<file path="src/rtl/pir_frontend.sv">
// rtl/pir_frontend.sv - three-channel PIR debounce/hold front end with warm-up sequencing.
// Optional motion event counter enabled by PIR_EVENT_COUNT_EN.
module pir_frontend #(
   parameter int DEBOUNCE_CYCLES = 8,
   parameter int HOLD_CYCLES     = 50,
   parameter int WARMUP_CYCLES   = 200
) (
   input  logic       clk,
   input  logic       rst_n,
   input  logic       turn,
   input  logic [2:0] raw_pir,
   output logic       pir_sensor_1,
   output logic       pir_sensor_2,
   output logic       pir_sensor_3,
   output logic       ready
`ifdef PIR_EVENT_COUNT_EN
   ,
   output logic [7:0] event_count
`endif
);

   typedef enum logic [1:0] {G_OFF, G_WARMUP, G_RUN} g_state_e;
   typedef enum logic [1:0] {CH_IDLE, CH_QUAL, CH_ACTIVE, CH_HOLD} ch_state_e;

   localparam logic [15:0] WARM_LAST = 16'(WARMUP_CYCLES - 1);
   localparam logic [7:0]  DEB_CNT   = 8'(DEBOUNCE_CYCLES);
   localparam logic [7:0]  HOLD_LAST = 8'(HOLD_CYCLES - 1);

   logic [2:0]  sync1_q, sync1_d, sync2_q, sync2_d;
   g_state_e    g_state_q, g_state_d;
   logic [15:0] warm_cnt_q, warm_cnt_d;
   logic        ready_q, ready_d;
   ch_state_e   ch_state_q [3];
   ch_state_e   ch_state_d [3];
   logic [7:0]  ch_cnt_q [3];
   logic [7:0]  ch_cnt_d [3];
   logic [2:0]  ch_out_q, ch_out_d;
   logic        live;

   always_comb begin
      sync1_d    = raw_pir;
      sync2_d    = sync1_q;
      g_state_d  = g_state_q;
      warm_cnt_d = warm_cnt_q;
      if (!turn) begin
         g_state_d  = G_OFF;
         warm_cnt_d = '0;
      end else begin
         case (g_state_q)
            G_OFF: begin
               g_state_d  = G_WARMUP;
               warm_cnt_d = '0;
            end
            G_WARMUP: begin
               if (warm_cnt_q == WARM_LAST) g_state_d = G_RUN;
               else warm_cnt_d = warm_cnt_q + 16'd1;
            end
            default: ;
         endcase
      end
      ready_d = (g_state_d == G_RUN);
   end

   // Channels only evolve while the previous state is RUN and turn is still high.
   always_comb begin
      live     = turn && (g_state_q == G_RUN);
      ch_out_d = ch_out_q;
      for (int i = 0; i < 3; i++) begin
         ch_state_d[i] = ch_state_q[i];
         ch_cnt_d[i]   = ch_cnt_q[i];
         if (!live) begin
            ch_state_d[i] = CH_IDLE;
            ch_cnt_d[i]   = '0;
            ch_out_d[i]   = 1'b0;
         end else begin
            case (ch_state_q[i])
               CH_IDLE: begin
                  if (sync2_q[i]) begin
                     ch_state_d[i] = CH_QUAL;
                     ch_cnt_d[i]   = 8'd1;
                  end
               end
               CH_QUAL: begin
                  if (!sync2_q[i]) begin
                     ch_state_d[i] = CH_IDLE;
                     ch_cnt_d[i]   = '0;
                  end else if (ch_cnt_q[i] >= DEB_CNT) begin
                     ch_state_d[i] = CH_ACTIVE;
                     ch_out_d[i]   = 1'b1;
                  end else begin
                     ch_cnt_d[i] = ch_cnt_q[i] + 8'd1;
                  end
               end
               CH_ACTIVE: begin
                  if (!sync2_q[i]) begin
                     ch_state_d[i] = CH_HOLD;
                     ch_cnt_d[i]   = '0;
                  end
               end
               default: begin
                  if (sync2_q[i]) begin
                     ch_state_d[i] = CH_ACTIVE;
                  end else if (ch_cnt_q[i] == HOLD_LAST) begin
                     ch_state_d[i] = CH_IDLE;
                     ch_cnt_d[i]   = '0;
                     ch_out_d[i]   = 1'b0;
                  end else begin
                     ch_cnt_d[i] = ch_cnt_q[i] + 8'd1;
                  end
               end
            endcase
         end
      end
   end

   always_ff @(posedge clk or negedge rst_n) begin
      if (!rst_n) begin
         sync1_q    <= '0;
         sync2_q    <= '0;
         g_state_q  <= G_OFF;
         warm_cnt_q <= '0;
         ready_q    <= 1'b0;
         ch_out_q   <= '0;
         for (int i = 0; i < 3; i++) begin
            ch_state_q[i] <= CH_IDLE;
            ch_cnt_q[i]   <= '0;
         end
      end else begin
         sync1_q    <= sync1_d;
         sync2_q    <= sync2_d;
         g_state_q  <= g_state_d;
         warm_cnt_q <= warm_cnt_d;
         ready_q    <= ready_d;
         ch_out_q   <= ch_out_d;
         for (int i = 0; i < 3; i++) begin
            ch_state_q[i] <= ch_state_d[i];
            ch_cnt_q[i]   <= ch_cnt_d[i];
         end
      end
   end

   assign pir_sensor_1 = ch_out_q[0];
   assign pir_sensor_2 = ch_out_q[1];
   assign pir_sensor_3 = ch_out_q[2];
   assign ready        = ready_q;

`ifdef PIR_EVENT_COUNT_EN
   logic [7:0] ev_q, ev_d;
   logic [2:0] rise;
   logic [8:0] ev_sum;

   always_comb begin
      rise   = ch_out_d & ~ch_out_q;
      ev_sum = {1'b0, ev_q} + 9'(rise[0]) + 9'(rise[1]) + 9'(rise[2]);
      if (!turn || (g_state_q == G_OFF)) ev_d = '0;
      else if (ev_sum > 9'd255)          ev_d = 8'hFF;
      else                               ev_d = ev_sum[7:0];
   end

   always_ff @(posedge clk or negedge rst_n) begin
      if (!rst_n) ev_q <= '0;
      else        ev_q <= ev_d;
   end

   assign event_count = ev_q;
`endif

endmodule

</file>
<file path="config.mk">
export PLATFORM = sky130hd
export DESIGN_NAME = pir_frontend
export DESIGN_NICKNAME = d
export VERILOG_FILES = /design/src/rtl/pir_frontend.sv
export SDC_FILE = /design/constraint.sdc
export NUM_CORES = 1
export LEC_CHECK = 0
export CAP_MARGIN = 20
export CORE_ASPECT_RATIO = 1.75
export CORE_MARGIN = 2
export CORE_UTILIZATION = 60
export DETAILED_ROUTE_END_ITERATION = 8
export PLACE_DENSITY_LB_ADDON = 0.2
export SYNTH_ARGS = -nofsm -noshare
export SYNTH_HDL_FRONTEND = slang
export SYNTH_SLANG_ARGS = --single-unit
</file>
<file path="constraint.sdc">
create_clock -name clk -period 5.3 [get_ports clk]
set_input_delay 1.06 -clock clk [delete_from_list [all_inputs] [get_ports clk]]
set_output_delay 1.06 -clock clk [all_outputs]
set_load 0.05 [all_outputs]
</file>
==> flow_results.xml <==
<?xml version="1.0" encoding="UTF-8"?>
<metrics>
  <group name="status">
    <metric name="status" unit="">complete, no violations</metric>
  </group>
  <group name="global_routing">
    <metric name="pin_count_of_the_biggest_net_entering_global_routing" unit="">59</metric>
    <metric name="grt_antenna_before_repair" unit="">0</metric>
    <metric name="grt_remaining_overflow" unit="">0</metric>
    <metric name="aggregate_global_route_resource_usage" unit="%">24.61</metric>
    <metric name="first_global_vias" unit="">2602</metric>
    <metric name="grt_first_pass_wirelength" unit="um">11210</metric>
  </group>
  <group name="final_layout">
    <metric name="filler_cell_count" unit="">439</metric>
    <metric name="fin_cells" unit="">414</metric>
    <metric name="areaGrowthSynthToFinish" unit="%">9.030</metric>
    <metric name="final_net_count" unit="">371</metric>
    <metric name="most-common-layout-cells" unit="">dfrtp_1 (58), o21ai_0 (45), nand2_1 (24)</metric>
    <metric name="num_antenna_cells" unit="">0</metric>
    <metric name="layout-drive-gt1-share" unit="%">6.964</metric>
    <metric name="final_core_utilization" unit="%">66.67</metric>
    <metric name="leading_cell_type_in_the_layout_fill_and_taps_excluded" unit="">dfrtp_1</metric>
  </group>
  <group name="synth">
    <metric name="syn-mean-instance-area" unit="um2">9.237</metric>
    <metric name="edff_count_synth" unit="">0</metric>
    <metric name="syn-instance-count" unit="">345</metric>
    <metric name="postSynthRegisterBits" unit="">58</metric>
    <metric name="synth-async-reset-ratio" unit="%">100.0</metric>
    <metric name="synthDistinctLibCells" unit="">51</metric>
    <metric name="synth.net_count" unit="">361</metric>
    <metric name="portion_of_the_post_synthesis_area_used_by_sequential_elements" unit="%">45.54</metric>
    <metric name="synth-warning-count" unit="">0</metric>
    <metric name="synth_flop_cell" unit="">dfrtp_1</metric>
    <metric name="syn-cell-area" unit="um2">3187</metric>
  </group>
  <group name="pwr">
    <metric name="vdd.ir_drop.worst" unit="mV">0.2372</metric>
    <metric name="finalPower" unit="uW">860.9</metric>
    <metric name="pwr-share-seq" unit="%">53.1</metric>
    <metric name="power.switching_fraction" unit="%">24.17</metric>
    <metric name="p_int" unit="uW">652.8</metric>
    <metric name="power.combinational.fraction" unit="%">4.7</metric>
    <metric name="power_per_cell_area" unit="nW/um2">247.8</metric>
    <metric name="clock_power_share" unit="%">42.2</metric>
    <metric name="leakage" unit="nW">1.555</metric>
    <metric name="net-switching-power" unit="uW">208.1</metric>
  </group>
  <group name="timing">
    <metric name="tns" unit="ns">0</metric>
    <metric name="grt_setup_unrepaired" unit="">no</metric>
    <metric name="final_hold_viol_count" unit="">0</metric>
    <metric name="finalSetupViolations" unit="">0</metric>
    <metric name="timing_worst_slew_pin_value" unit="ns">0.8496</metric>
    <metric name="achievable_frequency" unit="MHz">358.6</metric>
    <metric name="post-route-min-period" unit="ns">2.788</metric>
    <metric name="timing.final.ws_setup" unit="ns">2.512</metric>
    <metric name="final.period_utilization" unit="%">52.61</metric>
    <metric name="report.final.slew_viol_count" unit="">0</metric>
    <metric name="timing.slew.headroom" unit="%">43.15</metric>
    <metric name="final.setup_skew" unit="ns">0.009075</metric>
  </group>
  <group name="die">
    <metric name="top_level_ports" unit="">10</metric>
    <metric name="fp.dieArea" unit="um2">5933</metric>
    <metric name="coreArea" unit="um2">5211</metric>
    <metric name="die_height" unit="um">100.4</metric>
    <metric name="num_rows" unit="">35</metric>
    <metric name="die_width" unit="um">59.09</metric>
    <metric name="floorplan.initialDensity" unit="%">61.15</metric>
  </group>
  <group name="drt">
    <metric name="num_vias" unit="">2618</metric>
    <metric name="detailedRoute.firstPassIterationCount" unit="">5</metric>
    <metric name="route.detailed.wl_per_inst" unit="um">15.53</metric>
    <metric name="drt_iter0_drc" unit="">138</metric>
    <metric name="drt.antenna.violating_nets" unit="">0</metric>
    <metric name="total_routed_wirelength" unit="um">6430</metric>
    <metric name="route.detailed.drc" unit="">0</metric>
    <metric name="vias_per_cell" unit="">6.324</metric>
  </group>
  <group name="critical_path">
    <metric name="critical_path_fanouts_max" unit="">6</metric>
    <metric name="worst-setup-path-type" unit="">input pin to register</metric>
    <metric name="cp-start-kind" unit="">input pin</metric>
    <metric name="worst_ep_arrival_time" unit="ns">3.05</metric>
    <metric name="end_kind" unit="">register</metric>
    <metric name="reg2reg_slack" unit="ns">3.10</metric>
    <metric name="cp.required" unit="ns">5.56</metric>
  </group>
  <group name="clock_tree">
    <metric name="cts.repair_timing.setup_buffer_count" unit="">0</metric>
    <metric name="cts_tree" unit="">done</metric>
    <metric name="cts_num_sinks" unit="">58</metric>
    <metric name="hold_buffers" unit="">0</metric>
    <metric name="cts_root_buf" unit="">clkbuf_8</metric>
    <metric name="tritoncts.num_buffers" unit="">9</metric>
    <metric name="cts.htree.levels" unit="">3</metric>
    <metric name="count_of_instances_resized_after_the_clock_tree_is_built" unit="">0</metric>
    <metric name="clock_latency" unit="ns">0.34</metric>
    <metric name="worst_setup_hold_path_clk_slew" unit="ns">0.06</metric>
    <metric name="cts_max_path_buffers" unit="">2</metric>
  </group>
  <group name="placement">
    <metric name="final_weighted_congestion_in_routability_driven_placement" unit="">0.8136</metric>
    <metric name="port_buffers" unit="">9</metric>
    <metric name="dpl.cell_count" unit="">399</metric>
    <metric name="detailedPlacementHpwl" unit="um">4354</metric>
    <metric name="place_worst_setup_slack" unit="ns">2.194</metric>
  </group>
  <group name="hold_path">
    <metric name="holdCritPathClass" unit="">register to register</metric>
  </group>
  <group name="run">
    <metric name="cap_viol_max_count" unit="">0</metric>
  </group>
</metrics>
critical path: stages:
cell	delay, ns
clkdlybuf4s50_1	0.53
and3b_1	0.34
o211ai_1	0.18
a21oi_1	0.46
nand2_1	0.26
o22ai_1	0.21
synthesized netlist by cell type (all sizes together) (2+ instances only):
master	n	area, um2
a211o	2	17.52
a21boi	4	33.78
a21o	8	60.06
a21oi	19	95.09
a22o	14	122.6
a31oi	4	25.02
and2	5	31.28
and3	11	68.82
and4	2	17.52
buf	3	12.51
clkbuf	8	31.28
dfrtp	58	1451
ha	10	125.1
inv	17	63.81
nand2	24	90.09
nand2b	3	18.77
nand3	13	65.06
nand3b	7	52.55
nand4	9	56.30
nand4b	2	17.52
nor2	19	73.82
nor2b	12	75.07
nor3	11	55.05
nor4	2	12.51
nor4bb	2	20.02
o21ai	46	230.2
o22ai	5	31.28
o2bb2ai	3	26.28
o31ai	3	22.52
or2	2	12.51
or3	2	12.51
or4	2	18.77
xor2	2	17.52
power groups by stage:
| stage | sequential [mW] | combinational [mW] | clock [mW] |
|---|---|---|---|
| 3_3_place_gp | 0.465 | 0.0407 | 0 |
| 2_1_floorplan | 0.463 | 0.0235 | 0 |
| 5_1_grt | 0.458 | 0.0468 | 0.380 |
| 3_5_place_dp | 0.465 | 0.0415 | 0 |
| 4_1_cts | 0.457 | 0.0417 | 0.369 |
| 6_report | 0.457 | 0.0407 | 0.363 |
sequential cells by signal, summed over array words and instances, names as in the netlist:
register    count
ch_cnt_q       24
ch_state_q      6
ready           1
ch_out_q        3
g_state_q       2
sync1_q         3
warm_cnt_q     16
sync2_q         3
logic make-up (layout without fill, tap and decap cells):
family | after synthesis | count (layout) | share of synthesized area (%)
buffers and inverters | 28 | 42 | 3.376
and+or+nand+nor | 130 | 130 | 22.42
DFF | 58 | 58 | 45.54
xor gates and xnor gates | 3 | 3 | 0.8247
adders and majority gates | 10 | 10 | 3.926
AOI/OAI and AO/OA | 116 | 116 | 23.91
worst paths after layout:
path,from,end,depth (start not counted)
min,sync1_q[1],sync2_q[1],0
min reg2reg,sync1_q[1],sync2_q[1],0
max in group asynchronous,rst_n,ready,2
max,turn,ch_cnt_q[13],6
min in group asynchronous,rst_n,ch_cnt_q[23],2
max reg2reg,warm_cnt_q[0],warm_cnt_q[10],6
cell type report:
cell class	instances	area, um2	share of cell area, %
clock buffer	12	155.1	4.465
multi-input combinational	259	1628	46.85
inverter	17	63.81	1.837
clock inverter	3	15.01	0.4321
timing repair buffer	10	92.59	2.665
tap	55	68.82	1.981
sequential	58	1451	41.77
per-layer routing:
metal | vias to the layer above | routed length [um] | GRT usage [%]
li1 | 1282 | - | -
met2 | 46 | 3323 | 40.43
met5 | - | 0 | 0
met4 | 0 | 128 | 12.76
met3 | 11 | 208 | 6.314
met1 | 1279 | 2770 | 28.89
through the flow:
step,hold slack [ns],instance area [um2]
after floorplan,0.3312,3187
after global placement,0.3323,3304
after detailed placement,0.3379,3304
after CTS,0.3557,3475
after global routing,0.3553,3475
final,0.3522,3475
(Power assumes the default switching activity.)
